===== src/rtl/sparse_pos_loader.sv =====
// sparse_pos_loader
// Front end of the sparse polynomial multiplier. It accepts the WEIGHT real
// nonzero positions of the sparse operand over a valid/ready stream and
// range-checks each one against N. Accepted positions go into the position
// RAM. The RAM is then padded up to MAX_WEIGHT entries with LFSR-generated
// dummy positions. This lets the multiplier always iterate over a fixed
// number of entries.
//
// Ports
//   clk          rising-edge clock
//   rst_n        asynchronous active-low reset
//   start_i      load request, honoured in IDLE/DONE/ERR only
//   seed_i       dummy-LFSR seed, captured with an accepted start_i (0 -> 1)
//   pos_valid_i  a real position is presented on pos_i
//   pos_i        real position value
//   pos_ready_o  high in LOAD only (combinational decode of state)
//   ram_wr_en_o  registered position-RAM write strobe
//   ram_addr_o   registered position-RAM address
//   ram_wdata_o  registered write data, bit LOGW = dummy flag
//   busy_o       high in LOAD and PAD
//   done_o       high in DONE
//   error_o      high in ERR (out-of-range position seen)
module sparse_pos_loader #(
  parameter int MAX_WEIGHT = 75,
  parameter int WEIGHT     = 66,
  parameter int N          = 17669,
  parameter int LOGW       = 16,
  parameter int LFSR_W     = 15,
  parameter int ADDR_W     = 7
) (
  input  logic              clk,
  input  logic              rst_n,
  input  logic              start_i,
  input  logic [LFSR_W-1:0] seed_i,
  input  logic              pos_valid_i,
  input  logic [LOGW-1:0]   pos_i,
  output logic              pos_ready_o,
  output logic              ram_wr_en_o,
  output logic [ADDR_W-1:0] ram_addr_o,
  output logic [LOGW:0]     ram_wdata_o,
  output logic              busy_o,
  output logic              done_o,
  output logic              error_o
);

  typedef enum logic [2:0] {
    S_IDLE = 3'd0,
    S_LOAD = 3'd1,
    S_PAD  = 3'd2,
    S_DONE = 3'd3,
    S_ERR  = 3'd4
  } state_t;

  state_t              r_state;
  state_t              w_state_nxt;
  logic [ADDR_W-1:0]   r_cnt;
  logic [ADDR_W-1:0]   w_cnt_nxt;
  logic [LFSR_W-1:0]   r_lfsr;
  logic [LFSR_W-1:0]   w_lfsr_nxt;
  logic                w_wr_en;
  logic [LOGW:0]       w_wdata;
  logic                r_wr_en;
  logic [ADDR_W-1:0]   r_addr;
  logic [LOGW:0]       r_wdata;
  logic                r_busy;
  logic                r_done;
  logic                r_error;

  // Fibonacci LFSR step: shift left and feed back the XOR of the two MSBs.
  function automatic logic [LFSR_W-1:0] lfsr_step(input logic [LFSR_W-1:0] v);
    return {v[LFSR_W-2:0], v[LFSR_W-1] ^ v[LFSR_W-2]};
  endfunction

  // Map an LFSR value into [0, N). Because N > 2^(LFSR_W-1), a single
  // subtraction always lands in range.
  function automatic logic [LOGW-1:0] fold_to_n(input logic [LFSR_W-1:0] v);
    logic [LOGW-1:0] ext;
    ext = LOGW'(v);
    if (ext < LOGW'(N)) begin
      return ext;
    end else begin
      return ext - LOGW'(N);
    end
  endfunction

  // Ready is only offered while collecting real positions.
  assign pos_ready_o = (r_state == S_LOAD);

  // Next-state, counter, LFSR and write-request logic.
  always_comb begin
    w_state_nxt = r_state;
    w_cnt_nxt   = r_cnt;
    w_lfsr_nxt  = r_lfsr;
    w_wr_en     = 1'b0;
    w_wdata     = {(LOGW+1){1'b0}};
    case (r_state)
      S_IDLE, S_DONE, S_ERR: begin
        if (start_i) begin
          w_state_nxt = S_LOAD;
          w_cnt_nxt   = {ADDR_W{1'b0}};
          if (seed_i == {LFSR_W{1'b0}}) begin
            w_lfsr_nxt = {{(LFSR_W-1){1'b0}}, 1'b1};
          end else begin
            w_lfsr_nxt = seed_i;
          end
        end else begin
          w_state_nxt = r_state;
        end
      end
      S_LOAD: begin
        if (pos_valid_i) begin
          if (pos_i < LOGW'(N)) begin
            w_wr_en   = 1'b1;
            w_wdata   = {1'b0, pos_i};
            w_cnt_nxt = r_cnt + {{(ADDR_W-1){1'b0}}, 1'b1};
            if (r_cnt == ADDR_W'(WEIGHT - 1)) begin
              if (WEIGHT == MAX_WEIGHT) begin
                w_state_nxt = S_DONE;
              end else begin
                w_state_nxt = S_PAD;
              end
            end else begin
              w_state_nxt = S_LOAD;
            end
          end else begin
            // Out-of-range position: no write, counter frozen.
            w_state_nxt = S_ERR;
          end
        end else begin
          w_state_nxt = S_LOAD;
        end
      end
      S_PAD: begin
        w_wr_en    = 1'b1;
        w_wdata    = {1'b1, fold_to_n(r_lfsr)};
        w_lfsr_nxt = lfsr_step(r_lfsr);
        w_cnt_nxt  = r_cnt + {{(ADDR_W-1){1'b0}}, 1'b1};
        if (r_cnt == ADDR_W'(MAX_WEIGHT - 1)) begin
          w_state_nxt = S_DONE;
        end else begin
          w_state_nxt = S_PAD;
        end
      end
      default: begin
        w_state_nxt = S_IDLE;
      end
    endcase
  end

  // State, counter, LFSR and registered output updates.
  always_ff @(posedge clk or negedge rst_n) begin
    if (!rst_n) begin
      r_state <= S_IDLE;
      r_cnt   <= {ADDR_W{1'b0}};
      r_lfsr  <= {{(LFSR_W-1){1'b0}}, 1'b1};
      r_wr_en <= 1'b0;
      r_addr  <= {ADDR_W{1'b0}};
      r_wdata <= {(LOGW+1){1'b0}};
      r_busy  <= 1'b0;
      r_done  <= 1'b0;
      r_error <= 1'b0;
    end else begin
      r_state <= w_state_nxt;
      r_cnt   <= w_cnt_nxt;
      r_lfsr  <= w_lfsr_nxt;
      r_wr_en <= w_wr_en;
      // The write uses the pre-increment counter as its address.
      r_addr  <= w_wr_en ? r_cnt : {ADDR_W{1'b0}};
      r_wdata <= w_wdata;
      r_busy  <= (w_state_nxt == S_LOAD) || (w_state_nxt == S_PAD);
      r_done  <= (w_state_nxt == S_DONE);
      r_error <= (w_state_nxt == S_ERR);
    end
  end

  assign ram_wr_en_o = r_wr_en;
  assign ram_addr_o  = r_addr;
  assign ram_wdata_o = r_wdata;
  assign busy_o      = r_busy;
  assign done_o      = r_done;
  assign error_o     = r_error;

endmodule


===== config.mk =====
export PLATFORM = sky130hd
export DESIGN_NAME = sparse_pos_loader
export DESIGN_NICKNAME = d
export VERILOG_FILES = /design/src/rtl/sparse_pos_loader.sv
export SDC_FILE = /design/constraint.sdc
export NUM_CORES = 1
export LEC_CHECK = 0
export CAP_MARGIN = 5
export CORE_ASPECT_RATIO = 1.2
export CORE_MARGIN = 2
export CORE_UTILIZATION = 30
export CTS_CLUSTER_DIAMETER = 200
export DETAILED_ROUTE_END_ITERATION = 10
export GPL_TIMING_DRIVEN = 0
export SLEW_MARGIN = 25
export SYNTH_ARGS = -nofsm -noshare
export SYNTH_HDL_FRONTEND = slang
export SYNTH_SLANG_ARGS = --single-unit

===== constraint.sdc =====
create_clock -name clk -period 3.9 [get_ports clk]
set_clock_uncertainty 0.1 [all_clocks]
set_input_delay 0.39 -clock clk [delete_from_list [all_inputs] [get_ports clk]]
set_output_delay 0.39 -clock clk [all_outputs]
set_load 0.01 [all_outputs]

After elaboration in Yosys (flattened, before gate mapping)

Index checks and enable logic that the tools add are counted.

Register bits: 53
Bits in latches: 0
Bits in writable memories: 0
Bits in read-only memories: 0
Input bits: 35
Output and inout port bits: 29
Word-level logic and storage cells: 56
Memories: 0

$add $sub $neg: 2
Multipliers: 0
Divide/modulo/power cells: 0
$lt $le $gt $ge: 2
Eq/ne operators: 13
Shift operators: 0
Mux-type cells: 21
Bitwise logic cells: 1
Reduce and logical (&&, ||, !) cells: 8

Operators with widths:

| operator                 | number |
|---|---|
| $mux W16                 | 3 |
| $pmux W17 S2             | 1 |
| $mux W15                 | 2 |
| $pmux W15 S2             | 1 |
| $mux W7                  | 4 |
| $pmux W7 S3              | 1 |
| $lt A16 B15 Y1 const B   | 1 |
| $sub A15 B15 Y16 const B | 1 |
| $logic_not A15 Y1        | 1 |
| $lt A15 B15 Y1 const B   | 1 |
| $eq A7 B7 Y1 const B     | 2 |
| $eq A3 B2 Y1 const B     | 4 |
| $mux W3                  | 3 |
| $pmux W3 S3              | 1 |
| $add A7 B1 Y7 const B    | 1 |
| $eq A3 B1 Y1 const B     | 2 |
| $eq A3 B3 Y1 const B     | 2 |
| $ne A2 B2 Y1 const B     | 2 |
| $reduce_and A4 Y1        | 1 |
| $logic_not A3 Y1         | 1 |
| $mux W1                  | 3 |
| $reduce_bool A3 Y1       | 1 |
| $reduce_or A3 Y1         | 1 |
| $mux W2                  | 1 |
| 6 further kinds          | 6 |

Depth between registers and ports, before layout

Gate-level depths: netlist of the first run.

Word-level depth: 7
Mapped depth: 9

Least setup slack after synthesis of the first run

OpenSTA, ideal clock, no wires.

Kind: flip-flop to flip-flop
From: register r_lfsr[4]
To: register r_wdata[4], in the netlist ram_wdata_o[4]
Library setup time: 0.135 ns
Data arrival time: 2.005 ns
Slack: 1.660 ns
Stages on the path, launching flop included: 8
Buffers on the path: 1
Clock period less this slack: 2.240 ns
Cells stage by stage: dfrtp_1 -> buf_6 -> or4_4 -> or3_4 -> a41oi_2 -> or3_1 -> xor2_1 -> o21ai_1

Longest elaborated chain between the ends: 3

Ends and longest elaborated chain:

| element                                                   | line   | source |
|---|---|---|
| start, declared                                           | 58     | `logic [LFSR_W-1:0] r_lfsr;` |
| start signal, assigned                                    | 155    | `r_lfsr <= {{(LFSR_W-1){1'b0}}, 1'b1};` |
| start signal, assigned                                    | 165    | `r_lfsr <= w_lfsr_nxt;` |
| $sub A15 B15 Y16 / $lt A15 B15 Y1 (equally long branches) | 82, 79 |  |
| $mux W16 *                                                | 79     | `if (ext < LOGW'(N)) begin` |
| $pmux W17 S2 *                                            | 96     | `case (r_state)` |
| net w_wdata[4]                                            | 61     | `logic [LOGW:0] w_wdata;` |
| end signal, assigned                                      | 158    | `r_wdata <= {(LOGW+1){1'b0}};` |
| end signal, assigned                                      | 169    | `r_wdata <= w_wdata;` |
| end, declared                                             | 64     | `logic [LOGW:0] r_wdata;` |

The timed path passes the listed nets; every way through them passes the cells marked *.
A chain may end at the register's enable or synchronous reset.

Final worst setup path of the first run

From: input port pos_i[13]
To: register r_cnt[2]

Longest elaborated chain between the ends: 3

Ends and longest elaborated chain:

| element                     | line | source |
|---|---|---|
| start, declared             | 36   | `input logic [LOGW-1:0] pos_i,` |
| $lt A16 B15 Y1              | 112  | `if (pos_i < LOGW'(N)) begin` |
| $ne A2 B1 Y1 (no line)      | --   |  |
| $reduce_and A4 Y1 (no line) | --   |  |
| end signal, assigned        | 154  | `r_cnt <= {ADDR_W{1'b0}};` |
| end signal, assigned        | 164  | `r_cnt <= w_cnt_nxt;` |
| end, declared               | 56   | `logic [ADDR_W-1:0] r_cnt;` |

No other way between the ends.

==> report_table.html, run 1 <==
<table>
<tr><th>Metric</th><th>Value</th></tr>
<tr><th colspan="2">Outcome</th></tr>
<tr><td>Run status</td><td>complete, but fails checks</td></tr>
<tr><td>Violations in the final reports</td><td>hold timing</td></tr>
<tr><th colspan="2">Power</th></tr>
<tr><td>Switch Pwr</td><td>0.751 mW</td></tr>
<tr><td>Share of total power in combinational logic</td><td>0.410</td></tr>
<tr><td>Internal Power</td><td>1.22 mW</td></tr>
<tr><td>Proportion of power drawn by the clock network</td><td>0.192</td></tr>
<tr><td>P per Cell Area</td><td>557 mW/mm2</td></tr>
<tr><td>Sum of internal, switching and leakage power</td><td>1.97 mW</td></tr>
<tr><td>Leak Pwr</td><td>1.55 nW</td></tr>
<tr><td>Worst supply voltage drop on vdd</td><td>268 uV</td></tr>
<tr><td>Sequential Power Share</td><td>0.398</td></tr>
<tr><td>Net switching fraction of the power</td><td>0.380</td></tr>
<tr><th colspan="2">Setup path</th></tr>
<tr><td>Type of the worst setup path</td><td>in -&gt; reg</td></tr>
<tr><td>Critical register-to-register path startpoint</td><td>r_state[1]</td></tr>
<tr><td>Slowest stage cell on the critical path</td><td>o31ai_2</td></tr>
<tr><td>Crit path capture</td><td>r_cnt[2]</td></tr>
<tr><td>Category of cells accounting for the largest share of critical-path delay</td><td>simple AND/OR/NAND/NOR gates</td></tr>
<tr><td>Most frequent cell on the critical path</td><td>nor2_1</td></tr>
<tr><td>Type of origin of the critical path</td><td>primary input</td></tr>
<tr><td>Worst Path Buf+Inv</td><td>2</td></tr>
<tr><td>CP max stage delay</td><td>0.50 ns</td></tr>
<tr><td>Launching instance or port of the critical path</td><td>pos_i[13]</td></tr>
<tr><td>Data required time of the critical path</td><td>4.01 ns</td></tr>
<tr><td>Worst Path Arrival</td><td>2.79 ns</td></tr>
<tr><td>Sort of element at the end of the critical path</td><td>register</td></tr>
<tr><td>R2R Path End</td><td>r_cnt[4]</td></tr>
<tr><td>Logic depth of the worst setup path including buffers</td><td>7</td></tr>
<tr><td>Depth of the worst register-to-register path</td><td>8</td></tr>
<tr><td>Cells traversed along the worst timing path</td><td>clkdlybuf4s50_1 -&gt; or3_1 -&gt; o31ai_2 -&gt; nor2_1 -&gt; nor2_1 -&gt; inv_1 -&gt; a22o_1</td></tr>
<tr><td>FF-to-FF setup slack</td><td>1.39 ns</td></tr>
<tr><td>CP Max Fanout</td><td>8</td></tr>
<tr><th colspan="2">Placement</th></tr>
<tr><td>Worst setup slack before clock tree synthesis</td><td>0.845 ns</td></tr>
<tr><td>Weighted congestion at the end of routability-driven global placement</td><td>0.859</td></tr>
<tr><td>Post-detailed-placement cell area</td><td>0.00343 mm2</td></tr>
<tr><td>Port Buffers</td><td>63</td></tr>
<tr><td>Dpl hpwl</td><td>4.85 mm</td></tr>
<tr><th colspan="2">Timing</th></tr>
<tr><td>Summed negative setup slack over all endpoints</td><td>0 ns</td></tr>
<tr><td>Period minus WS final</td><td>2.68 ns</td></tr>
<tr><td>Number of hold-slack violations in the final timing report</td><td>11</td></tr>
<tr><td>Actual slew at the worst max-slew pin</td><td>0.760 ns</td></tr>
<tr><td>Setup WS post-layout</td><td>1.22 ns</td></tr>
<tr><td>Endpoints failing setup</td><td>0</td></tr>
<tr><td>Unrepaired setup endpoints after global routing</td><td>false</td></tr>
<tr><td>Final hold slack</td><td>-0.0131 ns</td></tr>
<tr><td>Period utilization</td><td>0.687</td></tr>
<tr><td>Upper clock frequency limit</td><td>0.373 GHz</td></tr>
<tr><td>Worst slew margin</td><td>0.492</td></tr>
<tr><td>Final Max Tran Viols</td><td>0</td></tr>
<tr><th colspan="2">Synth</th></tr>
<tr><td>Post-Syn Area</td><td>0.00266 mm2</td></tr>
<tr><td>Synthesized-area fraction occupied by and/or/nand/nor cells</td><td>0.179</td></tr>
<tr><td>Adder-Cell Fraction of Synth Area</td><td>0.0283</td></tr>
<tr><td>Flip-flop and latch count after synthesis</td><td>53</td></tr>
<tr><td>Post-synthesis net count</td><td>312</td></tr>
<tr><td>Fraction of the yosys area taken by sequential cells</td><td>0.500</td></tr>
<tr><td>Number of unique standard cell types used by synthesis</td><td>51</td></tr>
<tr><td>Number of flops mapped to enable cells by yosys</td><td>0</td></tr>
<tr><td>Mux cell area share after synthesis</td><td>0.00754</td></tr>
<tr><td>Fraction of synthesis flops using an asynchronous set or reset pin</td><td>1.00</td></tr>
<tr><td>Post-synthesis share of cell area spent on xor and xnor gates</td><td>0.0462</td></tr>
<tr><td>Avg Inst Size Synth</td><td>9.80 um2</td></tr>
<tr><td>Largest family of logic cells by synthesized area</td><td>compound AO/OA/AOI/OAI gates</td></tr>
<tr><td>Post-Synthesis Cells</td><td>271</td></tr>
<tr><td>Predominant post-synthesis flop cell</td><td>dfrtp_1</td></tr>
<tr><td>Yosys synthesis warning count</td><td>0</td></tr>
<tr><td>Synth Area in Compound Gates</td><td>0.185</td></tr>
<tr><th colspan="2">Drt</th></tr>
<tr><td>1st-iter DRT viols</td><td>248</td></tr>
<tr><td>Detail Route Antenna Nets</td><td>0</td></tr>
<tr><td>Wire length per cell</td><td>13.8 um</td></tr>
<tr><td>Overall via count from detail_route</td><td>2206</td></tr>
<tr><td>Via-per-instance ratio</td><td>4.81</td></tr>
<tr><td>Residual DRC</td><td>0</td></tr>
<tr><td>DRT Wirelength</td><td>6.32 mm</td></tr>
<tr><td>Initial DRT Pass Iterations</td><td>5</td></tr>
<tr><th colspan="2">Clocking</th></tr>
<tr><td>Maximum buffer depth of the clock tree</td><td>2</td></tr>
<tr><td>Worst-path clk slew</td><td>0.10 ns</td></tr>
<tr><td>Hold bufs inserted after CTS</td><td>0</td></tr>
<tr><td>Clock tree root buffer cell</td><td>clkbuf_8</td></tr>
<tr><td>Cells resized by post-CTS repair</td><td>0</td></tr>
<tr><td>Clock tree from TritonCTS</td><td>done</td></tr>
<tr><td>Clock sink total</td><td>53</td></tr>
<tr><td>Number of CTS-inserted buffers</td><td>5</td></tr>
<tr><td>H-tree lvl count</td><td>2</td></tr>
<tr><td>Post-CTS repair timing setup buffer count</td><td>0</td></tr>
<tr><td>Clock latency reported for the late side of the worst-skew pair</td><td>0.31 ns</td></tr>
<tr><th colspan="2">Layout</th></tr>
<tr><td>Finished layout cell area</td><td>0.00354 mm2</td></tr>
<tr><td># fillers</td><td>899</td></tr>
<tr><td>Most common library cell in the layout ignoring fill and taps</td><td>clkdlybuf4s50_1</td></tr>
<tr><td>Commonest non-fill, non-tap cells in the layout</td><td>62 x clkdlybuf4s50_1, 52 x dfrtp_1, 31 x nand2_1</td></tr>
<tr><td>Number of diodes added for antenna fixing</td><td>0</td></tr>
<tr><td>Synthesis-to-layout area growth</td><td>33.5%</td></tr>
<tr><td>Share of post-route cells with drive strength above 1</td><td>0.0731</td></tr>
<tr><td>NumNets Final</td><td>382</td></tr>
<tr><th colspan="2">Floorplan</th></tr>
<tr><td>Horizontal die dimension</td><td>89.9 um</td></tr>
<tr><td>Total core area</td><td>0.00861 mm2</td></tr>
<tr><td>I/O pin total</td><td>64</td></tr>
<tr><td>Starting density of the core</td><td>0.308</td></tr>
<tr><td>Height of the chip</td><td>107 um</td></tr>
<tr><td>Number of placement rows</td><td>37</td></tr>
<tr><td>Die area</td><td>0.00962 mm2</td></tr>
<tr><th colspan="2">GRT</th></tr>
<tr><td>Vias in the first global route</td><td>2080</td></tr>
<tr><td>Global Route Usage Sum</td><td>0.132</td></tr>
<tr><td>Number of antenna violations at the first check in global routing</td><td>0</td></tr>
<tr><td>Maximum number of pins on one net before global-route repair</td><td>54</td></tr>
<tr><td>Wire length of the first global-routing pass</td><td>10.2 mm</td></tr>
<tr><td>Total grt overflow</td><td>0</td></tr>
<tr><th colspan="2">Min path</th></tr>
<tr><td>Worst hold-check path type</td><td>in -&gt; async</td></tr>
<tr><th colspan="2">Run</th></tr>
<tr><td>Count of maximum capacitance violations</td><td>0</td></tr>
</table>
-- cell usage after synthesis (2+ instances only) --
library cell / number / area share
ha_1: 6 / 0.028
a31oi_1: 3 / 0.0071
or3_1: 3 / 0.0071
a31o_2: 2 / 0.0066
buf_4: 2 / 0.0057
nor2b_1: 2 / 0.0047
and2_1: 6 / 0.014
xnor2_1: 5 / 0.016
nand3_1: 4 / 0.0075
xor2_1: 9 / 0.030
nor3_1: 4 / 0.0075
buf_6: 2 / 0.0085
a21oi_1: 10 / 0.019
a22o_1: 3 / 0.0099
a222oi_1: 11 / 0.041
clkbuf_1: 7 / 0.0099
dfrtp_1: 52 / 0.49
a21o_1: 2 / 0.0057
and3_1: 3 / 0.0071
nand2b_1: 2 / 0.0047
inv_1: 20 / 0.028
mux2i_1: 2 / 0.0075
o21ai_0: 15 / 0.028
nand4_1: 3 / 0.0071
nand2_1: 31 / 0.044
o21ai_1: 9 / 0.017
nor2_1: 24 / 0.034
nor4_1: 6 / 0.014
-- state kept, by name, indices dropped and copies added (netlist names) --
register and flops:
busy_o 1, r_lfsr 15, ram_addr_o 7, r_cnt 7, done_o 1, r_state 3
ram_wdata_o 17, error_o 1, ram_wr_en_o 1
-- cell families after synthesis --
| logic type | count (synthesis) |
|---|---|
| AOI/OAI and AO/OA | 68 |
| xor gates and xnor gates | 14 |
| adders and majority gates | 6 |
| buffers and inverters | 32 |
| DFF | 53 |
| muxes | 2 |
| and+or+nand+nor | 96 |
-- routing by layer --
metal  part of all wire  track usage  up-vias  wire length, um
li1                   -            -     1103                -
met2               0.48        0.221       64             3010
met1               0.45        0.170     1031             2860
met3              0.053       0.0267        8              335
met4              0.019       0.0505        0              119
met5                  0            0        -                0
-- final cells by class --
cell class | instances | area, um2 | area share
inverter | 21 | 78.8 | 0.0222
buffer | 11 | 63.8 | 0.0180
timing repair buffer | 63 | 628 | 0.177
clock buffer | 5 | 68.8 | 0.0194
tap | 117 | 146 | 0.0413
sequential | 53 | 1330 | 0.375
clock inverter | 3 | 46.3 | 0.0131
multi-input combinational | 186 | 1180 | 0.334
-- power by group through the flow --
| stage | Sequential (mW) | Combinational (mW) | Clock (mW) |
|---|---|---|---|
| 5_1_grt | 0.804 | 0.911 | 0.410 |
| 3_5_place_dp | 0.795 | 0.816 | 0 |
| 4_1_cts | 0.784 | 0.818 | 0.394 |
| 6_report | 0.786 | 0.810 | 0.379 |
| 2_1_floorplan | 0.774 | 0.589 | 0 |
| 3_3_place_gp | 0.792 | 0.807 | 0 |
-- stage by stage --
| stage | util | cells | hold WS (ns) |
|---|---|---|---|
| 4_1_cts | 0.412 | 459 | 0.0126 |
| 3_3_place_gp | 0.399 | 451 | 0.411 |
| 6_report | 0.412 | 459 | -0.0131 |
| 5_1_grt | 0.412 | 459 | 0.0405 |
| 3_5_place_dp | 0.398 | 451 | 0.367 |
| 2_1_floorplan | - | 271 | -0.00559 |
-- worst register-to-register path: stages, from the launching register on --
cell and delay, ns:
dfrtp_1 0.38, clkbuf_1 0.19, nor3_1 0.46, nand2_1 0.20
nor2_1 0.49, nor2_1 0.21, inv_1 0.23, nand2_1 0.07
o21ai_0 0.13
-- worst min-delay path by stage --
stage,startpoint,endpoint,slack [ns],cells after the start
after floorplan,rst_n,busy_o,-0.006,0
after global placement,r_cnt[6],ram_addr_o[6],0.41,1
after detailed placement,rst_n,ram_wr_en_o,0.37,1
after CTS,rst_n,ram_wr_en_o,0.01,1
after global routing,rst_n,r_cnt[2],0.04,1
final,rst_n,ram_addr_o[2],-0.01,1
No activity file was read; power rests on OpenSTA's default activity.
==> run 2: changes to the inputs <==
clock period = 2.2 ns   (was 3.9 ns; I/O delays follow)
==> run 2 against run 1 <==
The run ends with setup timing left. Sequential share of layout area fell by 2.6 points. Highest routed layer unchanged. Hold slack improved by 0.38 ns. Sequential power grew 79%. Combinational power up 130%. Critical path depth stayed put. Sequential cell count unchanged. Utilization rose by 3.1 points. Final cell count up 2.8%. Routed wire length is 9.1% higher. Die area did not move. Global-route usage is 1.3 points higher.
==> report_table.html, run 2 (synthesis results as in run 1) <==
<table>
<tr><th>Metric</th><th>Value</th></tr>
<tr><th colspan="2">Layout</th></tr>
<tr><td># fillers</td><td>862 (-4.1%)</td></tr>
<tr><td>Flip-flop count of the largest register, all copies and words added</td><td>17 (unchanged)</td></tr>
<tr><td>NumNets Final</td><td>395 (+3.4%)</td></tr>
<tr><td>Share of post-route cells with drive strength above 1</td><td>0.180 (+0.107)</td></tr>
<tr><td>Commonest non-fill, non-tap cells in the layout</td><td>62 x clkdlybuf4s50_1, 50 x dfrtp_1, 26 x nand2_1</td></tr>
<tr><td>Synthesis-to-layout area growth</td><td>43.5%</td></tr>
<tr><td>Number of diodes added for antenna fixing</td><td>0 (unchanged)</td></tr>
<tr><td>Most common library cell in the layout ignoring fill and taps</td><td>clkdlybuf4s50_1</td></tr>
<tr><th colspan="2">Timing</th></tr>
<tr><td>Endpoints failing setup</td><td>15 (+15)</td></tr>
<tr><td>Number of hold-slack violations in the final timing report</td><td>0 (-11)</td></tr>
<tr><td>Setup WS post-layout</td><td>-0.134 ns (-1.35 ns)</td></tr>
<tr><td>Final hold slack</td><td>0.367 ns (+0.380 ns)</td></tr>
<tr><td>Summed negative setup slack over all endpoints</td><td>-1.40 ns (-1.40 ns)</td></tr>
<tr><td>Actual slew at the worst max-slew pin</td><td>0.637 ns (-0.123 ns)</td></tr>
<tr><td>Final Max Tran Viols</td><td>0 (unchanged)</td></tr>
<tr><td>Period minus WS final</td><td>2.33 ns</td></tr>
<tr><td>Period utilization</td><td>1.06</td></tr>
<tr><td>Worst slew margin</td><td>0.575 (+0.0836)</td></tr>
<tr><td>Unrepaired setup endpoints after global routing</td><td>true</td></tr>
<tr><td>Upper clock frequency limit</td><td>0.428 GHz</td></tr>
<tr><th colspan="2">Setup path</th></tr>
<tr><td>Worst Path Arrival</td><td>2.42 ns (-0.37 ns)</td></tr>
<tr><td>R2R Path End</td><td>ram_wdata_o[7]</td></tr>
<tr><td>Type of origin of the critical path</td><td>register</td></tr>
<tr><td>FF-to-FF setup slack</td><td>-0.13 ns (-1.52 ns)</td></tr>
<tr><td>Depth of the worst register-to-register path</td><td>7 (-1)</td></tr>
<tr><td>Type of the worst setup path</td><td>reg -&gt; reg</td></tr>
<tr><td>Launching instance or port of the critical path</td><td>r_lfsr[6]</td></tr>
<tr><td>Crit path capture</td><td>ram_wdata_o[7]</td></tr>
<tr><td>Critical register-to-register path startpoint</td><td>r_lfsr[6]</td></tr>
<tr><td>CP Max Fanout</td><td>5 (-3)</td></tr>
<tr><td>Sort of element at the end of the critical path</td><td>register</td></tr>
<tr><td>Data required time of the critical path</td><td>2.28 ns (-1.73 ns)</td></tr>
<tr><th colspan="2">Drt</th></tr>
<tr><td>Initial DRT Pass Iterations</td><td>6 (+1)</td></tr>
<tr><td>Detail Route Antenna Nets</td><td>0 (unchanged)</td></tr>
<tr><td>Via-per-instance ratio</td><td>4.96 (+3.2%)</td></tr>
<tr><td>Residual DRC</td><td>0 (unchanged)</td></tr>
<tr><td>1st-iter DRT viols</td><td>144 (-42%)</td></tr>
<tr><td>Wire length per cell</td><td>14.6 um (+6.1%)</td></tr>
<tr><td>Overall via count from detail_route</td><td>2340 (+6.1%)</td></tr>
<tr><td>DRT Wirelength</td><td>6.90 mm (+9.1%)</td></tr>
<tr><th colspan="2">Placement</th></tr>
<tr><td>Weighted congestion at the end of routability-driven global placement</td><td>0.816 (-5.0%)</td></tr>
<tr><td>Dpl hpwl</td><td>5.02 mm (+3.6%)</td></tr>
<tr><td>Port Buffers</td><td>63 (unchanged)</td></tr>
<tr><td>Worst setup slack before clock tree synthesis</td><td>-0.682 ns (-1.53 ns)</td></tr>
<tr><th colspan="2">Floorplan</th></tr>
<tr><td>Height of the chip</td><td>107 um (unchanged)</td></tr>
<tr><td>Total core area</td><td>0.00861 mm2 (unchanged)</td></tr>
<tr><td>I/O pin total</td><td>64 (unchanged)</td></tr>
<tr><td>Horizontal die dimension</td><td>89.9 um (unchanged)</td></tr>
<tr><td>Number of placement rows</td><td>37 (unchanged)</td></tr>
<tr><td>Die area</td><td>0.00962 mm2 (unchanged)</td></tr>
<tr><td>Starting density of the core</td><td>0.308 (unchanged)</td></tr>
<tr><th colspan="2">Clocking</th></tr>
<tr><td>Clock tree root buffer cell</td><td>clkbuf_8</td></tr>
<tr><td>H-tree lvl count</td><td>2 (unchanged)</td></tr>
<tr><td>Worst-path clk slew</td><td>0.10 ns (about the same)</td></tr>
<tr><td>Clock latency reported for the late side of the worst-skew pair</td><td>0.31 ns (about the same)</td></tr>
<tr><td>Clock sink total</td><td>53 (unchanged)</td></tr>
<tr><td>Number of CTS-inserted buffers</td><td>5 (unchanged)</td></tr>
<tr><td>Clock tree from TritonCTS</td><td>done</td></tr>
<tr><td>Maximum buffer depth of the clock tree</td><td>2 (unchanged)</td></tr>
<tr><th colspan="2">Run</th></tr>
<tr><td>Count of maximum capacitance violations</td><td>0 (unchanged)</td></tr>
<tr><th colspan="2">GRT</th></tr>
<tr><td>Vias in the first global route</td><td>2240 (+7.7%)</td></tr>
<tr><td>Maximum number of pins on one net before global-route repair</td><td>54 (unchanged)</td></tr>
<tr><td>Global Route Usage Sum</td><td>0.145 (+0.0128)</td></tr>
<tr><td>Number of antenna violations at the first check in global routing</td><td>0 (unchanged)</td></tr>
<tr><td>Total grt overflow</td><td>0 (unchanged)</td></tr>
<tr><td>Wire length of the first global-routing pass</td><td>11.3 mm (+10%)</td></tr>
<tr><th colspan="2">Power</th></tr>
<tr><td>Sum of internal, switching and leakage power</td><td>3.97 mW (+100%)</td></tr>
<tr><td>P per Cell Area</td><td>1040 mW/mm2 (+87%)</td></tr>
<tr><td>Leak Pwr</td><td>1.65 nW (+6.0%)</td></tr>
<tr><td>Worst supply voltage drop on vdd</td><td>370 uV (+38%)</td></tr>
<tr><th colspan="2">Outcome</th></tr>
<tr><td>Violations in the final reports</td><td>setup timing</td></tr>
<tr><td>Run status</td><td>complete, but fails checks</td></tr>
<tr><th colspan="2">Min path</th></tr>
<tr><td>Worst hold-check path type</td><td>in -&gt; async</td></tr>
</table>
-- run 2: cell types whose count changed in the layout (fill, tap and decap cells not counted), moves of 3 or more --
cell,before,now
nand2_1,31,26
nand2_2,1,6
nor2_1,24,20
o21ai_0,15,9
o21ai_1,9,13
a21oi_1,10,7
buf_4,3,15
-- run 2: metal layers --
metal,part of all wire,routed length (um),vias to the layer above,global-route usage
li1,-,-,1132,-
met1,0.44,3040,1123,0.185
met2,0.50,3420,75,0.251
met3,0.047,323,10,0.0260
met4,0.017,114,0,0.0473
met5,0,0,-,0
-- run 2: layout make-up --
| class | count | area (um2) | share of cell area |
|---|---|---|---|
| timing repair buffer | 78 | 759 | 0.199 |
| tap | 117 | 146 | 0.0384 |
| buffer | 9 | 50.0 | 0.0131 |
| sequential | 53 | 1330 | 0.349 |
| multi-input combinational | 186 | 1330 | 0.348 |
| inverter | 21 | 82.6 | 0.0217 |
| clock buffer | 5 | 68.8 | 0.0181 |
| clock inverter | 3 | 46.3 | 0.0121 |
-- run 2: worst min-delay path by stage --
stage               slack [ns]      start  cells after the start              end
finish                    0.37      rst_n                      2      ram_wr_en_o
global route              0.39  pos_i[12]                      3  ram_wdata_o[12]
CTS                       0.37   pos_i[5]                      3   ram_wdata_o[5]
detailed placement        0.20      rst_n                      1      ram_wr_en_o
global placement          0.41   r_cnt[6]                      1    ram_addr_o[6]
floorplan                -0.18      rst_n                      0           busy_o
-- run 2: through the flow --
stage | instance area, um2 | std cells | utilization
6_report | 3810 | 472 | 0.443
3_3_place_gp | 3450 | 451 | 0.401
4_1_cts | 3720 | 467 | 0.432
2_1_floorplan | 2680 | 271 | -
3_5_place_dp | 3450 | 451 | 0.401
5_1_grt | 3810 | 472 | 0.443
-- run 2: power breakdown --
group / total, mW / internal (mW) / switching, mW / leakage (nW)
clock network: 0.668 / 0.341 / 0.327 / 0.0543
logic: 1.89 / 0.905 / 0.983 / 0.888
registers: 1.41 / 1.18 / 0.234 / 0.703
-- run 2: what timing repair did --
item | CTS | global route
hold buffers | 1 | 0
gates resized for setup | 22 | 14
hold endpoints to repair | 52 | 0
gates cloned | 1 | 0
buffers inserted | 8 | 5
endpoints found under the setup margin | 29 | 39
pin swaps | 9 | 5
-- run 2: worst max-delay path, stage by stage, from the launching register on --
cell     delay [ns]
dfrtp_1        0.41
or4_4          0.54
or3_4          0.41
a41o_1         0.29
buf_6          0.15
nand3_2        0.07
xor2_1         0.16
o21ai_1        0.07
==> run 3: changes to the inputs <==
CELL_PAD_IN_SITES_DETAIL_PLACEMENT = 0   (was default)
CELL_PAD_IN_SITES_GLOBAL_PLACEMENT = 1   (was default)
PLACE_DENSITY_LB_ADDON = 0.1   (was default)
clock period = 2.5 ns   (was 2.2 ns; I/O delays follow)
==> run 3 against run 2 <==
The flow now finishes without violations. Clock power fell by 8.1%. Utilization down 2.3 points. Global-route usage rose by 0.065 points. Sequential cell count did not move. Cell area down 5.2%. Sequential share of layout area increased by 1.8 points. Final cell count fell by 2.3%. Worst setup slack improved by 0.26 ns. Fmax decreased by 1.6%. First-iteration DRC count rose by 20%. Critical path type unchanged.
==> report_table.html, run 3 (synthesis results as in run 1) <==
<table>
<tr><th>Metric</th><th>Value</th></tr>
<tr><th colspan="2">Floorplan</th></tr>
<tr><td>Starting density of the core</td><td>0.308 (unchanged)</td></tr>
<tr><td>Die area</td><td>0.00962 mm2 (unchanged)</td></tr>
<tr><td>Total core area</td><td>0.00861 mm2 (unchanged)</td></tr>
<tr><td>Horizontal die dimension</td><td>89.9 um (unchanged)</td></tr>
<tr><td>Height of the chip</td><td>107 um (unchanged)</td></tr>
<tr><td>I/O pin total</td><td>64 (unchanged)</td></tr>
<tr><td>Number of placement rows</td><td>37 (unchanged)</td></tr>
<tr><th colspan="2">Clocking</th></tr>
<tr><td>Worst-path clk slew</td><td>0.10 ns (about the same)</td></tr>
<tr><td>H-tree lvl count</td><td>2 (unchanged)</td></tr>
<tr><td>Clock latency reported for the late side of the worst-skew pair</td><td>0.31 ns (about the same)</td></tr>
<tr><td>Maximum buffer depth of the clock tree</td><td>2 (unchanged)</td></tr>
<tr><td>Clock tree from TritonCTS</td><td>done</td></tr>
<tr><td>Clock tree root buffer cell</td><td>clkbuf_8</td></tr>
<tr><td>Post-CTS repair timing setup buffer count</td><td>0 (-8)</td></tr>
<tr><td>Clock sink total</td><td>53 (unchanged)</td></tr>
<tr><td>Number of CTS-inserted buffers</td><td>5 (unchanged)</td></tr>
<tr><th colspan="2">Power</th></tr>
<tr><td>Leak Pwr</td><td>1.57 nW (-4.4%)</td></tr>
<tr><td>Sum of internal, switching and leakage power</td><td>3.15 mW (-21%)</td></tr>
<tr><td>P per Cell Area</td><td>872 mW/mm2 (-16%)</td></tr>
<tr><td>Worst supply voltage drop on vdd</td><td>397 uV (+7.1%)</td></tr>
<tr><th colspan="2">Timing</th></tr>
<tr><td>Worst slew margin</td><td>0.503 (-0.0717)</td></tr>
<tr><td>Final Max Tran Viols</td><td>0 (unchanged)</td></tr>
<tr><td>Number of hold-slack violations in the final timing report</td><td>0 (unchanged)</td></tr>
<tr><td>Period minus WS final</td><td>2.37 ns (+0.0373 ns)</td></tr>
<tr><td>Actual slew at the worst max-slew pin</td><td>0.742 ns (+0.105 ns)</td></tr>
<tr><td>Endpoints failing setup</td><td>0 (-15)</td></tr>
<tr><td>Period utilization</td><td>0.948 (-0.112)</td></tr>
<tr><td>Unrepaired setup endpoints after global routing</td><td>false</td></tr>
<tr><td>Final hold slack</td><td>0.236 ns (-0.131 ns)</td></tr>
<tr><td>Upper clock frequency limit</td><td>0.422 GHz (-1.6%)</td></tr>
<tr><th colspan="2">Setup path</th></tr>
<tr><td>Data required time of the critical path</td><td>2.59 ns (+0.31 ns)</td></tr>
<tr><td>Type of the worst setup path</td><td>reg -&gt; reg</td></tr>
<tr><td>Type of origin of the critical path</td><td>register</td></tr>
<tr><td>Critical register-to-register path startpoint</td><td>r_lfsr[3]</td></tr>
<tr><td>Sort of element at the end of the critical path</td><td>register</td></tr>
<tr><td>Worst Path Arrival</td><td>2.46 ns (+0.04 ns)</td></tr>
<tr><td>Launching instance or port of the critical path</td><td>r_lfsr[3]</td></tr>
<tr><td>CP Max Fanout</td><td>8 (+3)</td></tr>
<tr><th colspan="2">GRT</th></tr>
<tr><td>Number of antenna violations at the first check in global routing</td><td>0 (unchanged)</td></tr>
<tr><td>Total grt overflow</td><td>0 (unchanged)</td></tr>
<tr><td>Vias in the first global route</td><td>2251 (+0.49%)</td></tr>
<tr><td>Wire length of the first global-routing pass</td><td>11.2 mm (-0.79%)</td></tr>
<tr><td>Maximum number of pins on one net before global-route repair</td><td>38 (-30%)</td></tr>
<tr><td>Global Route Usage Sum</td><td>0.146 (+0.000650)</td></tr>
<tr><th colspan="2">Layout</th></tr>
<tr><td>NumNets Final</td><td>384 (-2.8%)</td></tr>
<tr><td>Number of diodes added for antenna fixing</td><td>0 (unchanged)</td></tr>
<tr><td>Commonest non-fill, non-tap cells in the layout</td><td>62 x clkdlybuf4s50_1, 52 x dfrtp_1, 31 x nand2_1</td></tr>
<tr><td>Flip-flop count of the largest register, all copies and words added</td><td>17 (unchanged)</td></tr>
<tr><td>Share of post-route cells with drive strength above 1</td><td>0.0843 (-0.0960)</td></tr>
<tr><td>Most common library cell in the layout ignoring fill and taps</td><td>clkdlybuf4s50_1</td></tr>
<tr><td># fillers</td><td>899 (+4.3%)</td></tr>
<tr><td>Synthesis-to-layout area growth</td><td>36.1%</td></tr>
<tr><th colspan="2">Drt</th></tr>
<tr><td>Wire length per cell</td><td>14.8 um (+0.92%)</td></tr>
<tr><td>Detail Route Antenna Nets</td><td>0 (unchanged)</td></tr>
<tr><td>Overall via count from detail_route</td><td>2257 (-3.5%)</td></tr>
<tr><td>Initial DRT Pass Iterations</td><td>5 (-1)</td></tr>
<tr><td>Residual DRC</td><td>0 (unchanged)</td></tr>
<tr><td>1st-iter DRT viols</td><td>173 (+20%)</td></tr>
<tr><td>DRT Wirelength</td><td>6.80 mm (-1.4%)</td></tr>
<tr><td>Via-per-instance ratio</td><td>4.90 (-1.2%)</td></tr>
<tr><th colspan="2">Placement</th></tr>
<tr><td>Weighted congestion at the end of routability-driven global placement</td><td>0.817 (about the same)</td></tr>
<tr><td>Port Buffers</td><td>63 (unchanged)</td></tr>
<tr><td>Dpl hpwl</td><td>5.23 mm (+4.2%)</td></tr>
<tr><th colspan="2">Outcome</th></tr>
<tr><td>Run status</td><td>finished clean</td></tr>
<tr><th colspan="2">Run</th></tr>
<tr><td>Count of maximum capacitance violations</td><td>0 (unchanged)</td></tr>
<tr><th colspan="2">Min path</th></tr>
<tr><td>Worst hold-check path type</td><td>in -&gt; async</td></tr>
</table>
## run 3: area by class of cell
type / instances / area, um2 / share of cell area
Sequential cell: 53 / 1330 / 0.367
Multi-Input combinational cell: 186 / 1220 / 0.337
Timing Repair Buffer: 65 / 658 / 0.182
Tap cell: 117 / 146 / 0.0405
Clock buffer: 6 / 82.6 / 0.0228
Inverter: 21 / 78.8 / 0.0218
Buffer: 11 / 63.8 / 0.0177
Clock inverter: 2 / 37.5 / 0.0104
## run 3: path summary, 6_finish.rpt
check	to	depth (start not counted)	slack, ns
min in group clk	ram_wdata_o[12]	3	0.41
hold reg to reg	r_lfsr[13]	2	0.45
setup reg to reg	ram_wdata_o[15]	6	0.13
max in group asynchronous	r_lfsr[0]	3	1.55
hold / removal	ram_wdata_o[0]	2	0.24
setup / recovery	ram_wdata_o[15]	6	0.13
## run 3: per-layer routing
metal / up-vias / global-route usage / wire [um]
li1: 1105 / - / -
met1: 1081 / 0.163 / 2810
met2: 65 / 0.278 / 3580
met3: 6 / 0.0309 / 320
met4: 0 / 0.0429 / 95
met5: - / 0 / 0
## run 3: worst max-delay path, stage by stage, from the launching register on
cell,delay (ns)
dfrtp_1,0.36
clkbuf_1,0.20
or4_4,0.46
or4b_1,0.51
o211ai_2,0.13
nand2_1,0.10
a2111oi_2,0.40
## run 3: what timing repair did
item | 4_1_cts | 5_1_grt
hold buffers | 1 | 0
endpoints found under the setup margin | 8 | 11
endpoints found under the hold margin | 50 | 0
resized for setup | 2 | 5
## run 3: stage by stage
stage,setup TNS (ns),instances,instance area (um2),setup slack (ns),utilization
after floorplan,0,271,2660,0.260,-
after global placement,-40.39,451,3430,-0.658,0.399
after detailed placement,-6.31,452,3450,-0.504,0.401
after CTS,0,461,3590,0.0389,0.417
after global routing,0,461,3610,0.0241,0.420
final,0,461,3610,0.129,0.420
## run 3: power breakdown
part	total [mW]	internal (mW)	switching, mW
Sequential	1.23	1.03	0.191
Combinational	1.31	0.591	0.721
Clock	0.614	0.326	0.288
